--- config.mk ---
export PLATFORM = sky130hd
export DESIGN_NAME = uart_rx
export DESIGN_NICKNAME = d
export VERILOG_FILES = /design/src/rtl/uart_rx.sv
export SDC_FILE = /design/constraint.sdc
export NUM_CORES = 1
export LEC_CHECK = 0
export BUFFER_PORTS_ARGS = -buffer_cell sky130_fd_sc_hd__buf_4
export CAP_MARGIN = 20
export CELL_PAD_IN_SITES_DETAIL_PLACEMENT = 1
export CELL_PAD_IN_SITES_GLOBAL_PLACEMENT = 2
export CORE_MARGIN = 2
export CORE_UTILIZATION = 37
export DETAILED_ROUTE_END_ITERATION = 12
export GPL_TIMING_DRIVEN = 1
export HOLD_SLACK_MARGIN = 0.05
export PLACE_DENSITY_LB_ADDON = 0.08
export SETUP_SLACK_MARGIN = 0.05
export SYNTH_ARGS = -nofsm -noshare
export SYNTH_HDL_FRONTEND = slang
export SYNTH_SLANG_ARGS = --single-unit
--- constraint.sdc ---
create_clock -name clk -period 2.15 [get_ports clk]
set_input_delay 0.3225 -clock clk [delete_from_list [all_inputs] [get_ports clk]]
set_output_delay 0.3225 -clock clk [all_outputs]
set_load 0.02 [all_outputs]
--- src/rtl/uart_rx.sv ---
// ---------------------------------------------------------------------------
// uart_rx -- 8N1 UART receiver.
//
// Recovers frames of 1 start bit, 8 data bits (LSB first) and 1 stop bit from
// the asynchronous serial line and presents each good byte with a one-cycle
// strobe. The bit period is BAUD_TICKS = CLOCK_FREQ / BAUD system clocks.
// Each bit is sampled at its centre: the start bit is re-checked half a bit
// after the falling edge, and every later bit one full bit period after that.
//
// Parameters
//   CLOCK_FREQ  system clock frequency in Hz
//   BAUD        line rate in bit/s (BAUD_TICKS must be in 4..65535)
//
// Ports
//   clk        in   system clock, rising edge
//   rst        in   synchronous active-high reset
//   rx         in   asynchronous serial input, idle high
//   rx_data    out  last correctly framed byte, held until the next good frame
//   rx_valid   out  one-cycle pulse, rx_data has just been updated
//   frame_err  out  one-cycle pulse, stop bit sampled low, byte discarded
//   busy       out  high whenever the receiver is not idle
// ---------------------------------------------------------------------------
module uart_rx #(
    parameter int CLOCK_FREQ = 100000000,
    parameter int BAUD       = 115200
) (
    input  logic       clk,
    input  logic       rst,
    input  logic       rx,
    output logic [7:0] rx_data,
    output logic       rx_valid,
    output logic       frame_err,
    output logic       busy
);

    localparam int BAUD_TICKS = CLOCK_FREQ / BAUD;
    localparam int HALF       = BAUD_TICKS / 2;

    // Terminal counts for the half-bit (start centre) and full-bit intervals.
    localparam logic [15:0] HALF_LAST = 16'(HALF - 1);
    localparam logic [15:0] BIT_LAST  = 16'(BAUD_TICKS - 1);

    typedef enum logic [2:0] {
        IDLE  = 3'd0,
        START = 3'd1,
        DATA  = 3'd2,
        STOP  = 3'd3,
        BRK   = 3'd4
    } state_t;

    logic        sync_meta_r;
    logic        rx_s;
    state_t      state_r;
    logic [15:0] cnt_r;
    logic [2:0]  bit_idx_r;
    logic [7:0]  sr_r;

    // Two-flop synchronizer; both stages reset to the idle line level so a
    // reset never manufactures a falling edge.
    always_ff @(posedge clk) begin
        if (rst) begin
            sync_meta_r <= 1'b1;
            rx_s        <= 1'b1;
        end else begin
            sync_meta_r <= rx;
            rx_s        <= sync_meta_r;
        end
    end

    // Receive FSM with registered strobes and busy flag.
    always_ff @(posedge clk) begin
        if (rst) begin
            state_r   <= IDLE;
            cnt_r     <= 16'd0;
            bit_idx_r <= 3'd0;
            sr_r      <= 8'h00;
            rx_data   <= 8'h00;
            rx_valid  <= 1'b0;
            frame_err <= 1'b0;
            busy      <= 1'b0;
        end else begin
            // Strobes are single-cycle unless re-asserted below.
            rx_valid  <= 1'b0;
            frame_err <= 1'b0;

            case (state_r)
                IDLE: begin
                    cnt_r <= 16'd0;
                    if (!rx_s) begin
                        state_r <= START;
                        busy    <= 1'b1;
                    end else begin
                        busy    <= 1'b0;
                    end
                end

                START: begin
                    if (cnt_r == HALF_LAST) begin
                        cnt_r <= 16'd0;
                        // Still low at mid start bit: genuine frame.
                        // Otherwise it was a glitch; drop silently.
                        if (!rx_s) begin
                            state_r   <= DATA;
                            bit_idx_r <= 3'd0;
                        end else begin
                            state_r <= IDLE;
                            busy    <= 1'b0;
                        end
                    end else begin
                        cnt_r <= cnt_r + 16'd1;
                    end
                end

                DATA: begin
                    if (cnt_r == BIT_LAST) begin
                        cnt_r <= 16'd0;
                        sr_r  <= {rx_s, sr_r[7:1]};
                        if (bit_idx_r == 3'd7) begin
                            state_r <= STOP;
                        end else begin
                            bit_idx_r <= bit_idx_r + 3'd1;
                        end
                    end else begin
                        cnt_r <= cnt_r + 16'd1;
                    end
                end

                STOP: begin
                    if (cnt_r == BIT_LAST) begin
                        cnt_r <= 16'd0;
                        if (rx_s) begin
                            // Returning to IDLE half a bit early lets a
                            // back-to-back start edge be caught on time.
                            rx_data  <= sr_r;
                            rx_valid <= 1'b1;
                            state_r  <= IDLE;
                            busy     <= 1'b0;
                        end else begin
                            frame_err <= 1'b1;
                            state_r   <= BRK;
                        end
                    end else begin
                        cnt_r <= cnt_r + 16'd1;
                    end
                end

                BRK: begin
                    // A held-low line must not decode as repeated 0x00
                    // frames; wait for the line to return high first.
                    cnt_r <= 16'd0;
                    if (rx_s) begin
                        state_r <= IDLE;
                        busy    <= 1'b0;
                    end else begin
                        state_r <= BRK;
                    end
                end

                default: begin
                    state_r <= IDLE;
                    cnt_r   <= 16'd0;
                    busy    <= 1'b0;
                end
            endcase
        end
    end

endmodule
# Word level (Yosys, flattened, before mapping)
# Cells that the tools add are included.
[classes] n_mul=0 shift=0 mux=22 magnitude_cmp=0 n_eq_ne=14 n_reduce_logical=9 n_bitwise=3 n_addsub=2 div_mod_pow=0
[ops] op="$mux 16" n=2
[ops] op="$pmux 16 s2" n=1
[ops] op="$mux 3" n=10
[ops] op="$add 16x1->16 const B" n=1
[ops] op="$eq 16x10->1 const B" n=1
[ops] op="$eq 16x9->1 const B" n=1
[ops] op="$pmux 3 s5" n=1
[ops] op="$ne 2x2->1 const B" n=7
[ops] op="$reduce_and 5->1" n=2
[ops] op="$eq 3x2->1 const B" n=2
[ops] op="$eq 3x3->1 const B" n=2
[ops] op="$pmux 3 s2" n=1
[ops] op="$reduce_and 3->1" n=2
[ops] op="$mux 1" n=5
[ops] op="$pmux 1 s5" n=1
[ops] op="$add 3x1->3 const B" n=1
[ops] op="$eq 3x1->1 const B" n=1
[ops] op="$logic_not 3->1" n=1
[ops] op="$not 1->1" n=3
[ops] op="$reduce_or 3->1" n=1
[ops] op="$mux 2" n=1
[ops] op="$reduce_and 2->1" n=1
[ops] op="$reduce_bool 2->1" n=1
[ops] op="$reduce_or 2->1" n=1
[totals] rom_bits=0 memories=0 ff_bits=43 ramBits=0 inputBits=3 latch_bits=0 out_inout_bits=11

# Depth between registers and ports, before layout
[depth] ltp_word=4 mapped_depth=8

# Worst setup path after synthesis
# Ideal clock, no wire load.
[synth_timing] kind="register -> register" from="register cnt_r[3]" to="register cnt_r[7]" arrival_ps=1836 period_less_slack_ps=1950 slack_ps=200 path_stages_with_launch=7 path_cell_list="dfxtp_1 > or4_4 > nor4b_4 > nor2_1 > o21ai_2 > buf_4 > nor2_1"
[synth_via] elab_chain_len=3 word_cells_on_any_way=6 classes_between="1 x add/sub; 2 x eq/ne; 3 x mux"
[synth_rtl] item="start, declared" line_no="54" text="logic [15:0] cnt_r;"
[synth_rtl] item="start signal, assigned" line_no="110" text="cnt_r <= cnt_r + 16'd1;"
[synth_rtl] item="start signal, assigned" line_no="124" text="cnt_r <= cnt_r + 16'd1;"
[synth_rtl] item="start signal, assigned" line_no="143" text="cnt_r <= cnt_r + 16'd1;"
[synth_rtl] item="$add 16x1->16 (tied with other cells)" line_no="110, 124, 143"
[synth_rtl] item="$mux 16 (on tied branches)" line_no="115, 129, 98"
[synth_rtl] item="$pmux 16 s2 (*)" line_no="86" text="case (state_r)"
# Mark *: on every way between the ends. The rest lies on a longest branch, timed or not.
# A chain may end at the register's enable or synchronous reset.

# Final worst setup path
[layout_timing] from="register cnt_r[13]" to="register state_r[0]"
[layout_via] elab_chain_len=3 word_cells_on_any_way=6 classes_between="5 x eq/ne; 1 x reduce/logical"
[layout_rtl] item="$eq 16x10->1 or $eq 16x9->1 (tied branches)" line_no="115, 129, 98"
[layout_rtl] item="$ne 2x2->1 (no line)"
[layout_rtl] item="$reduce_and 5->1 (no line) (*)"
[layout_rtl] item="end signal, assigned" line_no="119" text="state_r <= STOP;"
[layout_rtl] item="end signal, assigned" line_no="136" text="state_r <= IDLE;"
[layout_rtl] item="end signal, assigned" line_no="140" text="state_r <= BRK;"
[layout_rtl] item="end, declared" line_no="53" text="state_t state_r;"
# Marked as above.

==> results.toml <==
[run_status]
run_status = "complete, no violations"

[timing]
fmax_mhz = 496
grt_setup_unrepaired = "false"
worst_slack_ns = 0.135
drv_slew = 0
finClkSkew_ns = 0.00643
hold_violations = 0
post-route-period-util = 0.937
setup_tns_ns = 0
relSlewSlack = 0.728
tightest_slew_ns = 0.408
fin_crit_ns = 2.02
hold_ws_ns = 0.212
finalSetupViolCount = 0

[global_routing]
grt_pass1_vias = 1483
overflow = 0
track_usage = 0.165
antenna_found_initial = 0
grt_max_degree = 26
grt_pass1_wl_mm = 7.00

[clocking]
holdBufCountCts = 0
clk_path_buf_depth = 2
cts_root_buffer = "clkbuf_8"
cts_tree = "done"
htreeDepth = 2
clock_latency_ns = 0.29
cts_sinks = 43
path_clk_slew_ns = 0.08
cts_buffers = 5

[drt]
drt_iter0_drc = 57
drc_errors = 0
antenna_left = 0
wirelength_mm = 4.10
dr.pass1.iters = 4
via_per_inst = 5.09
wl_per_cell_um = 14.2
via_count = 1466

[cells_and_area]
layout.nets = 227
design_area_um2 = 2180
regArea_um2 = 862
layout-drive-gt1-share = 0.204
final_util = 0.456
syn_to_final_growth_pct = 17.5
final_cell_mix = "dfxtp_1 (42), nor2_1 (35), nand2_1 (19)"
layoutNonFillerInstCount = 288
num_antenna_cells = 0
fill_cells = 575
multi_input_area_um2 = 951
layout_commonest_cell = "dfxtp_1"

[logic_synthesis]
syn_nets = 209
synth_cells = 202
synthTopCellsByArea = "dfxtp_1 (46%), nor2_1 (7.1%), xor2_1 (5.2%)"
yosysSeqAreaShare = 0.463
synth_edf_count = 0
yosysWarningCount = 0
synthArstFlopShare = 0
synth-seq-cells = 43
avgSynthCellArea_um2 = 9.20
yosysTopAreaCell = "dfxtp_1"
synth-main-ff-cell = "dfxtp_1"
yosysTopAreaCellShare = 0.463
synthesis.area_um2 = 1860
yosysUniqueCellTypes = 40

[worst_setup_path]
r2r_slack_ns = 0.13
cp_data_required_time_ns = 2.38
arrival_ns = 2.25
critPathCaptureType = "register"
path_class = "register to register"
critPathTopFamily = "simple AND/OR/NAND/NOR gates"
r2r_end = "state_r[0]"
startpoint = "cnt_r[13]"
slowest_delay_ns = 0.58
cp_cell_sequence = "or4_4 -> nor4b_4 -> buf_4 -> nor2_1 -> or3_1 -> a21boi_1"
path_buf_inv = 1
worstRegToRegCells = 6
r2r-start = "cnt_r[13]"
startpoint_type = "register"
cp_max_fo = 5
crit_slowest_cell = "or4_4"

[hold_path]
hp-class = "input port to register"
hold_start = "rx"
hold_path_depth = 2
min_to = "sync_meta_r"

[placement]
pre_cts_ws_ns = -0.0220
dp_cells = 278
post-dp-hpwl_mm = 3.04
place_area_um2 = 2030
numPortBuffers = 13
gp_congestion = 0.800

[pwr]
ir_worst_vdd_mv = 0.303
power_density_nw_per_um2 = 720
power.leakage_nw = 0.841
total_power_mw = 1.57

[floorplanning]
fp.coreArea_um2 = 4790
start_util = 0.388
fp-row-count = 25
dieArea_um2 = 5610
die_y_um = 74.9
ios = 14
die_w_um = 74.9

[run]
cap_viol_max_count = 0
[layer usage]
layer	GRT usage	routed length [um]	part of all wire	vias up
met2	0.262	1910	0.47	14
li1	-	-	-	736
met3	0.0415	113	0.028	6
met4	0.0694	63	0.015	0
met1	0.214	2010	0.49	710
met5	0	0	0	-
[layout make-up]
cell class                 instances  area share
multi-input combinational        148       0.435
sequential                        43       0.395
timing repair buffer              19      0.0727
tap                               67      0.0384
clock buffer                       6      0.0378
clock inverter                     2      0.0160
inverter                           3     0.00515
[state kept, by name, indices dropped and copies added, names as in the netlist]
register     cells
frame_err        1
rx_valid         1
rx_s             1
sr_r             8
bit_idx_r        3
busy             1
state_r          3
cnt_r           16
sync_meta_r      1
rx_data          8
[power breakdown]
group / internal (mW) / switching [mW]
clock network: 0.376 / 0.274
logic: 0.0370 / 0.0593
registers: 0.806 / 0.0198
total: 1.22 / 0.353
[worst reg2reg max path, stage by stage (launching register included)]
cell and delay, ns:
dfxtp_2 0.34, or4_4 0.58, nor4b_4 0.29, buf_4 0.19, nor2_1 0.08, or3_1 0.35
a21boi_1 0.14
[Yosys cell counts, types with 2 or more instances]
master    instances
xnor2_1           3
and4bb_2          2
nand2b_1          2
clkbuf_1          4
dfxtp_1          43
and3_1            3
nand2_1          19
nor2_1           35
o21ai_0           3
xor2_1           11
ha_1              4
mux2i_1           8
nand3_2           2
nand3_1          11
and3_2            2
a21oi_1          13
nor3b_1           2
nor4_1            2
a32o_1            2
inv_1             3
or3_1             2
or4_4             2
nor3_1            3
or2_2             2
and4_1            2
nand4_1           3
[cell families after synthesis]
logic type,synth area share
muxes,0.0431
adders and majority gates,0.0269
DFF,0.463
buffers and inverters,0.0343
and+or+nand+nor,0.291
xor gates and xnor gates,0.0660
AOI/OAI and AO/OA,0.0754
[worst max-delay path by stage]
stage	cells past startpoint	endpoint	slack [ns]
after global placement	5	rx_data[5]	0.09
final	6	state_r[0]	0.13
after detailed placement	5	rx_data[0]	-0.02
after CTS	5	state_r[0]	0.01
after global routing	6	state_r[0]	0.04
after floorplan	6	cnt_r[7]	0.20
[timing repair]
action / in CTS / in global routing
endpoints found under the setup margin: 8 / 36
gates cloned: 0 / 0
gates resized for setup: 1 / 5
setup buffers: 0 / 2
pin swaps: 0 / 2
Note: power is estimated with default switching activity, not from simulation.
